==> src/rtl/tt_um_hoene_frame_sync_pkg.sv <==
// Shared types and constants for the smart-LED framing unit.
package tt_um_hoene_frame_sync_pkg;

  typedef enum logic [1:0] {
    ST_HUNT  = 2'd0,
    ST_FRAME = 2'd1,
    ST_DONE  = 2'd2
  } state_e;

  localparam int WCNT_W = 16;

  function automatic int clog2(input int v);
    int r;
    r = 0;
    while ((1 << r) < v) r++;
    return r;
  endfunction

endpackage

==> src/rtl/tt_um_hoene_sync_detect.sv <==
// Sync hunter: history shift register, fill counter and pattern compare.
// match is combinational from the strobed bit so the frame opens on that edge.
module tt_um_hoene_sync_detect
  import tt_um_hoene_frame_sync_pkg::*;
#(
  parameter int                  SYNC_LEN     = 2,
  parameter logic [SYNC_LEN-1:0] SYNC_PATTERN = 2'b11
) (
  input  logic clk,
  input  logic rst_n,
  input  logic strobe,
  input  logic data,
  input  logic clear,
  output logic match
);

  generate
    if (SYNC_LEN == 1) begin : g_nohist
      logic unused_nohist;
      assign unused_nohist = ^{clk, rst_n, clear};
      assign match = strobe && (data == SYNC_PATTERN[0]);
    end else begin : g_hist
      localparam int HW = SYNC_LEN - 1;
      localparam int FW = clog2(SYNC_LEN);

      logic [HW-1:0]       hist_q, hist_d;
      logic [FW-1:0]       fill_q, fill_d;
      logic [SYNC_LEN-1:0] cat;

      assign cat   = {hist_q, data};
      assign match = strobe && (fill_q == FW'(HW)) && (cat == SYNC_PATTERN);

      always_comb begin
        hist_d = hist_q;
        fill_d = fill_q;
        if (clear) begin
          hist_d = '0;
          fill_d = '0;
        end else if (strobe) begin
          hist_d = cat[HW-1:0];
          if (fill_q != FW'(HW)) fill_d = fill_q + 1'b1;
        end
      end

      always_ff @(posedge clk or negedge rst_n) begin
        if (!rst_n) begin
          hist_q <= '0;
          fill_q <= '0;
        end else begin
          hist_q <= hist_d;
          fill_q <= fill_d;
        end
      end
    end
  endgenerate

endmodule

==> src/rtl/tt_um_hoene_frame_sync.sv <==
// Framing unit: hunts sync, forwards in-frame bits one clk late, counts words.
// Optional idle timeout is built only when FRAME_SYNC_TIMEOUT_EN is defined.
module tt_um_hoene_frame_sync
  import tt_um_hoene_frame_sync_pkg::*;
#(
  parameter int                  SYNC_LEN       = 2,
  parameter logic [SYNC_LEN-1:0] SYNC_PATTERN   = 2'b11,
  parameter int                  WORD_BITS      = 24,
  parameter int                  MAX_WORDS      = 0,
  parameter int                  TIMEOUT_CYCLES = 1024
) (
  input  logic                         clk,
  input  logic                         rst_n,
  input  logic                         in_data,
  input  logic                         in_clk,
  input  logic                         in_error,
  output logic                         out_frame,
  output logic                         out_data,
  output logic                         out_clk,
  output logic [$clog2(WORD_BITS)-1:0] out_bit_idx,
  output logic                         out_word_end,
  output logic [15:0]                  out_word_cnt,
  output logic                         out_frame_end,
  output logic                         out_timeout
);

  localparam int            IW       = $clog2(WORD_BITS);
  localparam logic [IW-1:0] LAST_IDX = IW'(WORD_BITS - 1);

  state_e              state_q, state_d;
  logic [IW-1:0]       idx_q, idx_d, oidx_q, oidx_d;
  logic [WCNT_W-1:0]   wcnt_q, wcnt_d;
  logic                data_q, data_d, oclk_q, oclk_d;
  logic                wend_q, wend_d, fend_q, fend_d;
  logic                accept, fstrobe, wrap, match, tmo_hit, abort;

  assign accept  = in_clk && !in_error;
  assign fstrobe = accept && (state_q == ST_FRAME);
  assign wrap    = fstrobe && (idx_q == LAST_IDX);
  assign abort   = in_error || tmo_hit;

  tt_um_hoene_sync_detect #(
    .SYNC_LEN     (SYNC_LEN),
    .SYNC_PATTERN (SYNC_PATTERN)
  ) u_detect (
    .clk    (clk),
    .rst_n  (rst_n),
    .strobe (accept && (state_q == ST_HUNT)),
    .data   (in_data),
    .clear  (abort || (state_q != ST_HUNT)),
    .match  (match)
  );

`ifdef FRAME_SYNC_TIMEOUT_EN
  localparam int TW = clog2(TIMEOUT_CYCLES) + 1;
  logic [TW-1:0] tmo_q, tmo_d;
  logic          tmo_pulse_q;

  // Restart after firing so an idle line in HUNT does not pulse every cycle.
  assign tmo_hit = !in_clk && (tmo_q == TW'(TIMEOUT_CYCLES - 1));

  always_comb begin
    tmo_d = tmo_q + 1'b1;
    if (in_clk || tmo_hit) tmo_d = '0;
  end

  always_ff @(posedge clk or negedge rst_n) begin
    if (!rst_n) begin
      tmo_q       <= '0;
      tmo_pulse_q <= 1'b0;
    end else begin
      tmo_q       <= tmo_d;
      tmo_pulse_q <= tmo_hit;
    end
  end

  assign out_timeout = tmo_pulse_q;
`else
  localparam int unused_timeout_cycles = TIMEOUT_CYCLES;
  assign tmo_hit     = 1'b0;
  assign out_timeout = 1'b0;
`endif

  always_comb begin
    state_d = state_q;
    idx_d   = idx_q;
    wcnt_d  = wcnt_q;
    data_d  = data_q;
    oidx_d  = oidx_q;
    oclk_d  = 1'b0;
    wend_d  = 1'b0;
    fend_d  = 1'b0;
    if (abort) begin
      state_d = ST_HUNT;
      idx_d   = '0;
      fend_d  = (state_q == ST_FRAME);
    end else begin
      case (state_q)
        ST_HUNT: begin
          if (match) begin
            state_d = ST_FRAME;
            idx_d   = '0;
            wcnt_d  = '0;
          end
        end
        ST_FRAME: begin
          if (fstrobe) begin
            oclk_d = 1'b1;
            data_d = in_data;
            oidx_d = idx_q;
            idx_d  = wrap ? '0 : idx_q + 1'b1;
            if (wrap) begin
              wend_d = 1'b1;
              if (wcnt_q != '1) wcnt_d = wcnt_q + 1'b1;
              if (MAX_WORDS != 0 && (int'(wcnt_q) + 1) == MAX_WORDS) begin
                state_d = ST_DONE;
                fend_d  = 1'b1;
              end
            end
          end
        end
        ST_DONE: ;
        default: state_d = ST_HUNT;
      endcase
    end
  end

  always_ff @(posedge clk or negedge rst_n) begin
    if (!rst_n) begin
      state_q <= ST_HUNT;
      idx_q   <= '0;
      oidx_q  <= '0;
      wcnt_q  <= '0;
      data_q  <= 1'b0;
      oclk_q  <= 1'b0;
      wend_q  <= 1'b0;
      fend_q  <= 1'b0;
    end else begin
      state_q <= state_d;
      idx_q   <= idx_d;
      oidx_q  <= oidx_d;
      wcnt_q  <= wcnt_d;
      data_q  <= data_d;
      oclk_q  <= oclk_d;
      wend_q  <= wend_d;
      fend_q  <= fend_d;
    end
  end

  assign out_frame     = (state_q == ST_FRAME);
  assign out_data      = data_q;
  assign out_clk       = oclk_q;
  assign out_bit_idx   = oidx_q;
  assign out_word_end  = wend_q;
  assign out_word_cnt  = wcnt_q;
  assign out_frame_end = fend_q;

endmodule
==> config.mk <==
export PLATFORM = sky130hd
export DESIGN_NAME = tt_um_hoene_frame_sync
export DESIGN_NICKNAME = d
export VERILOG_FILES = /design/src/rtl/tt_um_hoene_frame_sync_pkg.sv /design/src/rtl/tt_um_hoene_sync_detect.sv /design/src/rtl/tt_um_hoene_frame_sync.sv
export SDC_FILE = /design/constraint.sdc
export NUM_CORES = 1
export LEC_CHECK = 0
export CAP_MARGIN = 20
export CORE_ASPECT_RATIO = 1.5
export CORE_MARGIN = 2
export CORE_UTILIZATION = 55
export DETAILED_ROUTE_END_ITERATION = 12
export DONT_BUFFER_PORTS = 1
export GPL_TIMING_DRIVEN = 0
export PLACE_DENSITY = 0.69
export SETUP_SLACK_MARGIN = 0.15
export SLEW_MARGIN = 20
export SYNTH_ARGS = -nofsm -noshare
export SYNTH_HDL_FRONTEND = slang
export SYNTH_SLANG_ARGS = --single-unit
==> constraint.sdc <==
create_clock -name clk -period 2.7 [get_ports clk]
set_input_delay 0.675 -clock clk [delete_from_list [all_inputs] [get_ports clk]]
set_output_delay 0.675 -clock clk [all_outputs]
set_load 0.1 [all_outputs]
Word level (Yosys, flattened, before mapping)
Cells that the tools add are included.

Register bits after elaboration: 34. Input port bits: 5. Output and inout bits: 27.

$add $sub $neg: 3. Eq/ne operators: 12. Mux-type cells: 26. Bitwise gates (word level): 1. Reduce and logical (&&, ||, !) cells: 18.

Operators by type and width (number): $mux W16 (4); $pmux W16 S2 (1); $mux W5 (4); $add A16 B1 Y16 const B (1); $ne A16 B16 Y1 const B (1); $mux W1 (13); $pmux W5 S2 (1); $ne A2 B1 Y1 const B (4); $logic_and A1 B1 Y1 (6); $reduce_and A3 Y1 (2); $reduce_and A6 Y1 (1); $reduce_bool A2 Y1 (3); $add A5 B1 Y5 const B (1); $eq A5 B5 Y1 const B (1); $eq A2 B2 Y1 const B (2); $mux W2 (2); $pmux W2 S2 (1); $ne A3 B2 Y1 const B (1); $ne A3 B3 Y1 const B (1); $reduce_bool A3 Y1 (1); $eq A2 B1 Y1 const B (1); $logic_not A2 Y1 (1); $ne A2 B2 Y1 const B (1); $reduce_and A2 Y1 (1); other kinds (5) (5).

Logic depth before layout (Yosys ltp)
Depth after elaboration: 8. Gate-level depth with buffers: 8.

Modules after synthesis
Synthesis repeated with hierarchy kept, for this count alone.

Cells, all modules: 173. Area, all modules: 1739.2 um^2.

By module, submodules not included: tt_um_hoene_frame_sync (times used 1, cells an instance 166, area each 1657.8 um^2, seq. area each 775.7 um^2); tt_um_hoene_sync_detect (times used 1, cells an instance 7, area each 81.3 um^2, seq. area each 50.0 um^2).

Worst setup path after synthesis
OpenSTA, ideal clock, no wires.

Kind: register to register. Start point: register wcnt_q[0], in the netlist out_word_cnt[0]. End point: register wcnt_q[2], in the netlist out_word_cnt[2]. Setup time: 0.126 ns. Arrival: 2.453 ns. Slack: 0.121 ns. Stages on the path, launching flop included: 7. Buffers on the path: 0. Period minus slack after synthesis: 2.579 ns. Cell sequence: dfrtp_1 -> ha_1 -> nand4_1 -> nor4_4 -> or2b_4 -> nor2_2 -> a221o_1.

Longest elaborated chain between the ends: 5. Elaborated cells on any way between the ends: 8. Those cells by class: add/sub (1); eq/ne (2); mux (4); reduce/logical (1).

RTL lines: start: declaration (RTL line tt_um_hoene_frame_sync.sv:32) `logic [WCNT_W-1:0] wcnt_q, wcnt_d;`; start signal: assignment (RTL line tt_um_hoene_frame_sync.sv:142) `wcnt_q <= wcnt_d;`; $add A16 B1 Y16 (RTL line tt_um_hoene_frame_sync.sv:114) `if (wcnt_q != '1) wcnt_d = wcnt_q + 1'b1;`; $mux W16 (RTL line tt_um_hoene_frame_sync.sv:114); $mux W16 (RTL line tt_um_hoene_frame_sync.sv:112) `if (wrap) begin`; $mux W16 (RTL line tt_um_hoene_frame_sync.sv:107) `if (fstrobe) begin`; $pmux W16 S2 (RTL line tt_um_hoene_frame_sync.sv:98) `case (state_q)`.

Parallel ways exist; a longest one is shown, timed or not. The select of a mux whose other input is x is not followed. A chain may end at the register's enable or synchronous reset.

Worst setup path in the final report
Start point: register wcnt_q[1], in the netlist out_word_cnt[1]. End point: register wcnt_q[2], in the netlist out_word_cnt[2].

Same word-level chain as after synthesis.

==> results.toml <==
[drt]
route.detailed.drc = 0
wl_per_cell_um = 16.5
vias_per_cell = 5.96
drt-initial-drc-count = 23
drt_pass1_iterations = 4
ant_nets = 0
vias = 1306
routed_wl_mm = 3.61

[yosys]
synthSimpleGateAreaFrac = 0.285
netlist.area_leader.share = 0.491
yosysWarnings = 0
synth_area_leaders = "dfrtp_1 49%, nand2_1 7.4%, nand3_1 3.6%"
netlist_area_um2 = 1680
synth_top_family_by_area = "simple AND/OR/NAND/NOR gates"
synth_enable_flop_cells = 0
synth_xor_area_frac = 0
yosysSeqAreaShare = 0.491
synth_nets = 178
yosysTopAreaCell = "dfrtp_1"
synth.avg_cell_area_um2 = 9.83
synth_compound_area_frac = 0.158
muxShareOfSynthArea = 0.0119
ys_seq_elements = 33
synth-main-ff-cell = "dfrtp_1"
synth_cells = 171
synthAdderAreaFrac = 0.0149
async_reset_ff_frac = 1.00
synth.distinct_cells = 47

[clocking]
htreeDepth = 2
clk_pin_slew_worst_paths_ns = 0.07
clock_latency_ns = 0.29
cts_buffers = 5
cts-root-buf = "clkbuf_8"
clock-sinks = 33
clockBufferDepth = 2
cts_tree = "done"

[setup_path]
critPathKind = "reg -> reg"
r2r_end = "out_word_cnt[2]"
worstSetupEndpointType = "flip-flop"
start_kind = "flip-flop"
worstPathArrival_ns = 2.57
crit_path_max_incr_delay_ns = 0.71
path_cells = "ha_1 -> nand4_1 -> nor4_4 -> buf_4 -> or2b_4 -> nor2_2 -> a221o_1"
slowest_stage = "dfrtp_2"
reg2regPathDepth = 7
r2r_slack_ns = 0.29
cp_max_fo = 8
reg2reg_from = "out_word_cnt[1]"
critPathRequiredTime_ns = 2.86

[cells_and_area]
syn_to_final_growth_pct = 9.90
final_area_um2 = 1850
fin_util = 0.634
post_route_cells_drive_above_1_share = 0.211
fillers = 259
layout_common_cells = "33 x nand2_1, 19 x dfrtp_1, 13 x dfrtp_2"
mostFrequentLayoutCell = "nand2_1"
num_antenna_cells = 0
final_nets = 186

[power]
powerDensity_nw_per_um2 = 557
power_w = 0.00103
leakage_nw = 0.873
ir_drop_mv = 0.504

[die]
dieArea_um2 = 3520
die_w_um = 49.1
io_pins = 32
start_util = 0.577
coreArea_um2 = 2910
rows = 24
die_h_um = 71.7

[sta]
finalMaxSlewViolations = 0
hold_viol = 0
fin_crit_ns = 2.41
setup_viol = 0
worstMarginPinSlew_ns = 0.991
min_period_over_period = 0.892
max_freq_mhz = 415
max_slew_margin = 0.340
rsz0062_at_grt = "no"
tns_ns = 0
clock-skew-final_ns = 0.00244
whs_ns = 0.0779

[global_routing]
track_usage = 0.227
grt_pass1_vias = 1307
grt_overflow_total = 0
grt_pass1_wl_mm = 6.05
grt_antenna_before_repair = 0
grt_max_degree = 34

[placement]
post-dp-hpwl_mm = 2.60
portBuffers = 0
place_congestion = 0.785
dpl-instance-area_um2 = 1730

[run]
drv_cap = 0

[run_status]
outcome = "complete, no violations"

[worst_hold_path]
holdCritPathClass = "in -> async"
## synth_stat cells (2+ instances only)
library cell and count:
dfrtp_1 33, nand2_1 33, nand3_1 12, o21ai_0 12, nor3_1 7, nor2_1 6
a21o_1 5, and3_1 4, inv_1 3, nand4_1 3, o21a_1 3, o31ai_1 3
a21oi_1 2, a221o_1 2, a22o_1 2, buf_4 2, buf_6 2, ha_1 2
mux2i_1 2, nand2b_1 2, nor2_2 2, nor2b_1 2, o41ai_1 2, or2_2 2
## worst max-delay path by stage
stage                                 from              end  cells after the start
after floorplan            out_word_cnt[4]  out_word_cnt[2]                      5
after global placement     out_word_cnt[4]  out_word_cnt[2]                      5
after detailed placement   out_word_cnt[2]  out_word_cnt[2]                      5
after CTS                 out_word_cnt[11]  out_word_cnt[2]                      5
after global routing       out_word_cnt[1]  out_word_cnt[2]                      7
final                      out_word_cnt[1]  out_word_cnt[2]                      7
## critical path, delay by kind of cell (launching register included)
kind,cells,cell delay [ns]
compound gates,1,0.33
fa+ha+maj,1,0.30
buf+inv,1,0.20
flops,1,0.71
simple gates,4,0.75
## routing by layer
metal,track usage,routed length [um]
met1,0.234,1410
met2,0.425,1990
met3,0.0563,139
met4,0.0984,74
met5,0,0
## registers in the layout, indices dropped and copies added, names as in the netlist
register                cells
out_word_cnt               16
idx_q                       5
out_bit_idx                 5
out_clk                     1
out_data                    1
out_frame_end               1
out_word_end                1
state_q                     1
u_detect.g_hist.fill_q      1
u_detect.g_hist.hist_q      1
## cells by family (layout without fill, tap and decap cells)
family	Yosys count	count (layout)
AOI/OAI and AO/OA	38	38
adders and majority gates	2	2
buffers and inverters	9	18
DFF	33	33
muxes	2	2
other	1	1
and+or+nand+nor	86	86
## per-stage QoR
stage | std cells | worst slack, ns
3_3_place_gp | 210 | -0.0184
5_1_grt | 219 | 0.176
3_5_place_dp | 210 | -0.0636
2_1_floorplan | 171 | 0.264
6_report | 219 | 0.292
4_1_cts | 218 | 0.148
## what timing repair did
| action | in CTS | in global routing |
|---|---|---|
| pin swaps | 0 | 1 |
| setup endpoints to repair | 15 | 14 |
| hold buffers | 0 | 0 |
| buffers inserted | 0 | 1 |
| gates resized for setup | 11 | 2 |
## area by class of cell
class	count	area, um2	area share
clock buffers	8	90.1	0.0488
multi-input cells	129	793	0.430
inverters	4	20.0	0.0108
well taps	39	48.8	0.0264
plain buffers	5	41.3	0.0224
repair buffers	1	7.51	0.00407
flip-flops and latches	33	846	0.458
## where the power goes
group | internal [W] | total, W | leakage (nW) | switching (W)
logic | 0.0000145 | 0.0000337 | 0.402 | 0.0000193
clock network | 0.000208 | 0.000386 | 0.0455 | 0.000178
registers | 0.000507 | 0.000609 | 0.426 | 0.000102
total | 0.000729 | 0.00103 | 0.873 | 0.000299
No activity file was read; power rests on OpenSTA's default activity.
